**config.mk**
```make
export PLATFORM = sky130hd
export DESIGN_NAME = rr_burst_scheduler
export DESIGN_NICKNAME = d
export VERILOG_FILES = /design/src/rtl/rr_burst_scheduler.sv
export SDC_FILE = /design/constraint.sdc
export NUM_CORES = 1
export LEC_CHECK = 0
export CAP_MARGIN = 10
export CORE_UTILIZATION = 48
export CTS_BUF_LIST = sky130_fd_sc_hd__clkbuf_4 sky130_fd_sc_hd__clkbuf_8
export DETAILED_ROUTE_END_ITERATION = 16
export GPL_ROUTABILITY_DRIVEN = 0
export GPL_TIMING_DRIVEN = 0
export PLACE_DENSITY = 0.81
export SLEW_MARGIN = 25
export SYNTH_ARGS = -nofsm -noshare
export SYNTH_HDL_FRONTEND = slang
export SYNTH_SLANG_ARGS = --single-unit
```
**constraint.sdc**
```tcl
create_clock -name clk -period 2.4 [get_ports clk]
set_input_delay 0.48 -clock clk [delete_from_list [all_inputs] [get_ports clk]]
set_output_delay 0.48 -clock clk [all_outputs]
set_load 0.1 [all_outputs]
```
**src/rtl/rr_burst_scheduler.sv**
```systemverilog
// Purpose : round-robin owner of one shared downstream burst port across NUM_REQ requesters.
// Latency : grant 1 cycle after the first req_valid; back-to-back bursts hand off with no idle cycle.
// Backpres: res_ready is passed to the owner's req_ready only; owner req_valid low stalls without losing the grant.
//
// Ports:
//   clk, rst_n          rising-edge clock, async active-low reset
//   req_valid[i]        requester i beat valid, held for the whole burst
//   req_len[i]          requester i burst length minus 1, sampled at grant
//   req_ready[i]        requester i beat accept (only the owner can see it high)
//   res_valid/res_ready downstream beat handshake
//   res_id              index of the current owner
//   res_last            current beat is the last of the burst
//   busy                a burst is in progress
module rr_burst_scheduler #(
   parameter int NUM_REQ = 4,
   parameter int LEN_W   = 4,
   parameter int ID_W    = $clog2(NUM_REQ)
) (
   input  logic                            clk,
   input  logic                            rst_n,
   input  logic [NUM_REQ-1:0]              req_valid,
   input  logic [NUM_REQ-1:0][LEN_W-1:0]   req_len,
   output logic [NUM_REQ-1:0]              req_ready,
   output logic                            res_valid,
   output logic [ID_W-1:0]                 res_id,
   output logic                            res_last,
   input  logic                            res_ready,
   output logic                            busy
);

   typedef enum logic [0:0] {IDLE = 1'b0, BURST = 1'b1} state_e;

   state_e            state_q,    state_d;
   logic [ID_W-1:0]   owner_q,    owner_d;
   logic [LEN_W-1:0]  beat_cnt_q, beat_cnt_d;
   logic [ID_W-1:0]   last_ptr_q, last_ptr_d;

   // Shared arbiter. In IDLE it rotates from last_ptr; during a burst it is
   // only consumed on the last beat, where the owner acts as the pointer and
   // is itself masked out so a different requester gets the handoff.
   logic [ID_W-1:0]    arb_ptr;
   logic [NUM_REQ-1:0] arb_mask;
   logic [ID_W-1:0]    arb_win;
   logic               arb_any;
   logic               beat_acc;

   always_comb begin
      int idx;
      idx      = 0;
      arb_ptr  = (state_q == BURST) ? owner_q : last_ptr_q;
      arb_mask = req_valid;
      if (state_q == BURST) begin
         arb_mask[owner_q] = 1'b0;
      end
      arb_any = 1'b0;
      arb_win = '0;
      // Walk from the farthest candidate to the nearest so the nearest
      // valid requester after the pointer is the one that sticks.
      for (int k = NUM_REQ; k >= 1; k--) begin
         idx = int'(arb_ptr) + k;
         if (idx >= NUM_REQ) begin
            idx = idx - NUM_REQ;
         end
         if (arb_mask[idx]) begin
            arb_any = 1'b1;
            arb_win = ID_W'(idx);
         end
      end
   end

   assign beat_acc = (state_q == BURST) && req_valid[owner_q] && res_ready;

   always_comb begin
      state_d    = state_q;
      owner_d    = owner_q;
      beat_cnt_d = beat_cnt_q;
      last_ptr_d = last_ptr_q;
      req_ready  = '0;
      res_valid  = 1'b0;
      res_id     = '0;
      res_last   = 1'b0;
      busy       = 1'b0;
      case (state_q)
         IDLE: begin
            if (arb_any) begin
               owner_d    = arb_win;
               beat_cnt_d = req_len[arb_win];
               state_d    = BURST;
            end
         end
         BURST: begin
            busy               = 1'b1;
            res_id             = owner_q;
            res_valid          = req_valid[owner_q];
            res_last           = (beat_cnt_q == '0);
            req_ready[owner_q] = res_ready;
            if (beat_acc) begin
               if (beat_cnt_q != '0) begin
                  beat_cnt_d = beat_cnt_q - 1'b1;
               end else begin
                  last_ptr_d = owner_q;
                  if (arb_any) begin
                     owner_d    = arb_win;
                     beat_cnt_d = req_len[arb_win];
                  end else begin
                     state_d = IDLE;
                  end
               end
            end
         end
         default: state_d = IDLE;
      endcase
   end

   always_ff @(posedge clk or negedge rst_n) begin
      if (!rst_n) begin
         state_q    <= IDLE;
         owner_q    <= '0;
         beat_cnt_q <= '0;
         last_ptr_q <= ID_W'(NUM_REQ - 1);
      end else begin
         state_q    <= state_d;
         owner_q    <= owner_d;
         beat_cnt_q <= beat_cnt_d;
         last_ptr_q <= last_ptr_d;
      end
   end

   a_ready_onehot0: assert property (@(posedge clk) disable iff (!rst_n) $onehot0(req_ready));
   a_valid_in_burst: assert property (@(posedge clk) disable iff (!rst_n) res_valid |-> (state_q == BURST));

endmodule
```
# Word level (Yosys, flattened, before mapping)
# Cells that the tools add are included.
[word_totals]
mem_count = 0
mem_bits_rw = 0
latch_bits = 0
input_bits = 23
mem_bits_ro = 0
regBits = 9
wordCells = 87
[op_classes]
n_reduce_logical = 7
n_addsub = 9
muxes = 49
n_eq_ne = 2
bitwise = 5
n_div = 0
n_mul = 0
n_shift = 0
magnitude_cmp = 11
[op_table]
columns = ["cell", "n"]
rows = [
  ["< comparator 32 x 4 -> 1 bit, second input constant", 4],
  ["2-to-1 mux 32 bit", 4],
  ["2-to-1 mux 4 bit", 6],
  ["2-to-1 mux 1 bit", 20],
  ["2-to-1 mux 2 bit", 9],
  ["subtractor 3 x 3 -> 4 bit, second input constant", 3],
  ["binary-select mux 1 bit (select 2 bit)", 5],
  [">= comparator 3 bit, second input constant", 3],
  ["bitwise AND 4 bit", 2],
  ["binary-select mux 4 bit (select 2 bit)", 1],
  ["one-hot mux 4 bit (2 select lines)", 1],
  ["adder 2 x 2 -> 3 bit, second input constant", 2],
  ["< comparator 2 x 3 -> 1 bit, second input constant", 2],
  ["subtractor 4 x 3 -> 5 bit, second input constant", 1],
  ["adder 2 x 3 -> 4 bit, second input constant", 1],
  [">= comparator 4 x 3 -> 1 bit, second input constant", 1],
  ["logical NOT 4 bit", 1],
  ["inverter 4 bit", 1],
  ["one-hot mux 2 bit (2 select lines)", 1],
  ["nonzero test 4 bit", 1],
  ["subtractor 4 x 1 -> 4 bit, second input constant", 1],
  ["adder 2 x 1 -> 3 bit, second input constant", 1],
  ["logical AND 1 bit", 3],
  ["AND reduction 3 bit", 1],
  ["other kinds (7)", 8],
]

# Depth between registers and ports, before layout
[logic_depth]
ltp_word = 20
mapped_depth = 9
depth_no_buf = 8

# Worst setup path before layout
# No wires, ideal clock.
[synth_timing]
kind = "flip-flop to output port"
from = "reg state_q"
to = "out req_ready[0]"
stages_incl_launch_ff = 4
path_buffers = 1
path_slack_ns = -1.537
t_required_ns = 1.920
t_arrival_ns = 3.457
path_cell_list = "dfrtp_1 > buf_6 > nand2b_1 > nor3b_1"
[synth_between]
elab_chain_cells = 1
[synth_rtl]
columns = ["item", "line", "rtl"]
rows = [
  ["start: declaration", "33", "state_e state_q, state_d;"],
  ["start signal: assignment", "122", "state_q <= state_d;"],
  ["2-to-1 mux 4 bit", "83", "case (state_q)"],
  ["end: declaration", "23", "output logic [NUM_REQ-1:0] req_ready,"],
]
# Every way passes these cells.

# Worst setup path after layout
[layout_timing]
from = "in req_valid[3]"
to = "out res_valid"
[layout_between]
elab_chain_cells = 3
[layout_rtl]
columns = ["item", "line", "rtl"]
rows = [
  ["start: declaration", "21", "input logic [NUM_REQ-1:0] req_valid,"],
  ["binary-select mux 1 bit (select 2 bit)", "94", "res_valid = req_valid[owner_q];"],
  ["2-to-1 mux 1 bit (implied by the code)", "94", ""],
  ["2-to-1 mux 1 bit", "83", ""],
  ["end: declaration", "24", "output logic res_valid,"],
]
# Every way passes these cells. The select of a mux whose other input is x is not followed.

==> qor.tcl <==
set qor(layout_area_overhead_pct) 36.85
set qor(grt_pass1_wl_mm) 4.602
set qor(postLayoutCellArea_mm2) 0.001426
set qor(synth_compound_area_share_pct) 28.69
set qor(cts.reportedPaths.clkPinSlew_ns) 0.07
set qor(detail_route.wl_per_cell_um) 13.66
set qor(dieArea_mm2) 0.002361
set qor(clock-skew-final_ns) 0.004531
set qor(sequential_element_share_of_the_synthesized_area_pct) 21.85
set qor(clock_tree.buffer_depth) 2
set qor(rows) 16
set qor(place.detailed.instances) 184
set qor(hp-class) {in2async}
set qor(grt_use_met1_pct) 30.68
set qor(tns_ns) 0
set qor(post_drt_via_cell_ratio) 5.856
set qor(irDropWorstVdd_uv) 610.2
set qor(globalRouteOverflowTotal) 0
set qor(layoutNonFillerInstCount) 187
set qor(fin_hold_ws_ns) 0.5119
set qor(die_width_um) 48.60
set qor(grt_start_max_net_pins) 11
set qor(synth-seq-cells) 9
set qor(dominant_combinational_cell_family_by_area_after_synthesis) {compound AO/OA/AOI/OAI gates}
set qor(design.core.area_mm2) 0.002002
set qor(slowest_stage_cell_on_the_critical_path) {mux4_2}
set qor(layout.nets) 185
set qor(yosys.area.top_type_share_pct) 16.81
set qor(slew_violations) 0
set qor(hold_vio_cnt_final) 0
set qor(grt_use_total_pct) 24.78
set qor(synth_net_count) 153
set qor(crit_path_end_kind) {primary output}
set qor(ant_nets) 0
set qor(outcome) {finished clean}
set qor(worst-endpoint-required_ns) 1.92
set qor(dpl_cell_area_mm2) 0.001386
set qor(drc) 0
set qor(drt-initial-drc-count) 42
set qor(die_h_um) 48.60
set qor(path_type_of_the_worst_setup_path) {in2out}
set qor(num_vias) 1095
set qor(insertion_delay_of_the_later_clocked_pin_in_the_worst_skew_pair_ns) 0.27
set qor(achievable-frequency_mhz) 427.2
set qor(p_leak_nw) 0.6135
set qor(gate_count_after_technology_mapping) 129
set qor(io_pins) 32
set qor(cts_tree) {built}
set qor(worstPathCellList) {dlygate4sd2_1 -> mux4_2 -> and2_2 -> buf_4}
set qor(floorplan.initialDensity_pct) 52.06
set qor(p_per_area_mw_per_mm2) 1155
set qor(synth_area_leaders) {dfrtp_1, mux2i_1, a21oi_1, dfstp_2, nand2_1}
set qor(post_route_fraction_of_the_period_consumed_by_the_critical_path_pct) 97.54
set qor(grt_setup_unrepaired) {no}
set qor(timing.critical_path.from_type) {primary input}
set qor(mappedNetlistArea_mm2) 0.001042
set qor(cts_hold_buf) 0
set qor(numClockSinks) 9
set qor(fin_total_pwr_w) 0.001648
set qor(post-cts-setup-buffers) 0
set qor(crit_family) {buffers and inverters}
set qor(first_global_vias) 1054
set qor(antennaDiodeCount) 0
set qor(synthXorXnorAreaFrac_pct) 1.681
set qor(grt_use_met2_pct) 42.25
set qor(grt_antenna_before_repair) 0
set qor(r2r_start) {state_q}
set qor(use_met3_pct) 6.604
set qor(cts.repair.resized) 31
set qor(dp_hpwl_mm) 1.999
set qor(tritoncts.num_buffers) 3
set qor(wl_mm) 2.555
set qor(muxShareOfSynthArea_pct) 17.77
set qor(synth-adder-area-share_pct) 1.200
set qor(ctsRootBufferMaster) {clkbuf_4}
set qor(critPathBufInv) 2
set qor(crit_start) {req_valid[3]}
set qor(period_minus_slack_ns) 2.341
set qor(yosysWarningCount) 0
set qor(htree_num_levels) 1
set qor(yosysTopAreaCell) {dfrtp_1}
set qor(placement.io_buffers) 28
set qor(gr-max-usage-layer) {met2}
set qor(avgSynthCellArea_um2) 8.079
set qor(slew_headroom_pct) 35.66
set qor(synth_cell_type_count) 49
set qor(setup_viol_count_final) 0
set qor(drt_pass1_iterations) 4
set qor(maximum_capacitance_violations) 0
set qor(crit_fanout) 8
set qor(cp_slowest_stage_delay_ns) 0.56
set qor(tightest_slew_ns) 0.9621
set qor(drive_above_1_share_pct) 27.50
set qor(worstPathArrival_ns) 1.86
set qor(synth-simple-area-share_pct) 20.77
[synthesized netlist by cell type (all sizes together)]
master	count
o211ai	2
and3b	1
xnor2	1
dfrtp	7
a221oi	1
mux2i	8
o21a	1
a32oi	1
a21oi	12
o221ai	1
buf	7
nor3b	1
nand4	2
nand3	6
nand2	14
o21ai	8
inv	8
o32ai	1
o22ai	1
nand2b	5
nor3	1
o221a	1
a21o	3
dfstp	2
nor2	8
xor2	1
a311oi	2
ha	1
or3	1
a311o	1
mux4	1
a2111oi	1
and3	1
clkbuf	2
a41oi	1
a31oi	2
o211a	2
o22a	1
mux2	6
and2	3
[metal layers]
metal | up-vias | routed length [um]
li1 | 542 | -
met1 | 500 | 1112
met2 | 51 | 1282
met3 | 2 | 155
met4 | 0 | 5
met5 | - | 0
[report_power, final]
group / total, W / leakage [nW] / switching (W) / internal (W)
clock: 0.000119 / 0.0177 / 0.0000578 / 0.0000617
sequential: 0.000284 / 0.102 / 0.0000634 / 0.000221
combinational: 0.00124 / 0.493 / 0.000779 / 0.000465
[cell usage in the layout (no fill, tap or decap), types with 2 or more instances in the layout]
master           instances
a21o_1                   2
clkbuf_4                 4
clkdlybuf4s50_1         18
nand2_1                 13
dfrtp_1                  6
mux2_4                   3
a21oi_1                 11
buf_2                    3
o211a_1                  2
mux2i_1                  6
nand2b_1                 5
dfstp_2                  2
nand3_1                  6
nor2_1                   5
mux2_2                   3
o211ai_1                 2
nand4_1                  2
a311oi_1                 2
buf_4                    4
o21ai_1                  2
clkbuf_1                 2
clkdlybuf4s15_2          4
o21ai_0                  5
a31oi_1                  2
nor2_2                   2
dlygate4sd2_1            2
inv_1                    7
[worst paths after layout]
check	endpoint	slack, ns	depth (start not counted)
min	owner_q[0]	0.51	1
max in group asynchronous	state_q	1.56	1
max	res_valid	0.06	4
max reg2reg	beat_cnt_q[1]	0.08	8
min reg2reg	beat_cnt_q[2]	0.66	2
min in group clk	beat_cnt_q[2]	0.66	2
[worst reg2reg max path, delay by kind of cell (launching register included)]
family | cells | cell delay, ns
flip-flops | 1 | 0.47
buffers and inverters | 1 | 0.15
multiplexers | 3 | 0.88
AND/OR/NAND/NOR | 1 | 0.13
AO/OA/AOI/OAI | 3 | 0.58
[area by class of cell]
class	count	area, um^2
buffer	8	51.30
clock buffer	3	22.52
clock inverter	1	5.005
fill	172	575.6
inverter	8	32.53
multi-input combinational	103	777.0
sequential	9	231.5
tap	27	33.78
timing repair buffer	28	272.8
[per-stage QoR]
stage	utilization, %	setup slack, ns
after floorplan	-	-0.1903
after global placement	69.25	-0.8657
after detailed placement	69.25	-0.8820
after CTS	70.63	0.02921
after global routing	71.25	0.007094
final	71.25	0.05904
[state kept, by name, indices dropped and copies added, names as in the netlist]
signal	cells
beat_cnt_q	4
last_ptr_q	2
owner_q	2
state_q	1
[cells by family after synthesis]
group / after synthesis
muxes: 15
adders and majority gates: 1
AOI/OAI and AO/OA: 42
DFF: 9
and+or+nand+nor: 43
buffers and inverters: 17
xor gates and xnor gates: 2
Note: power is estimated with default switching activity, not from simulation.
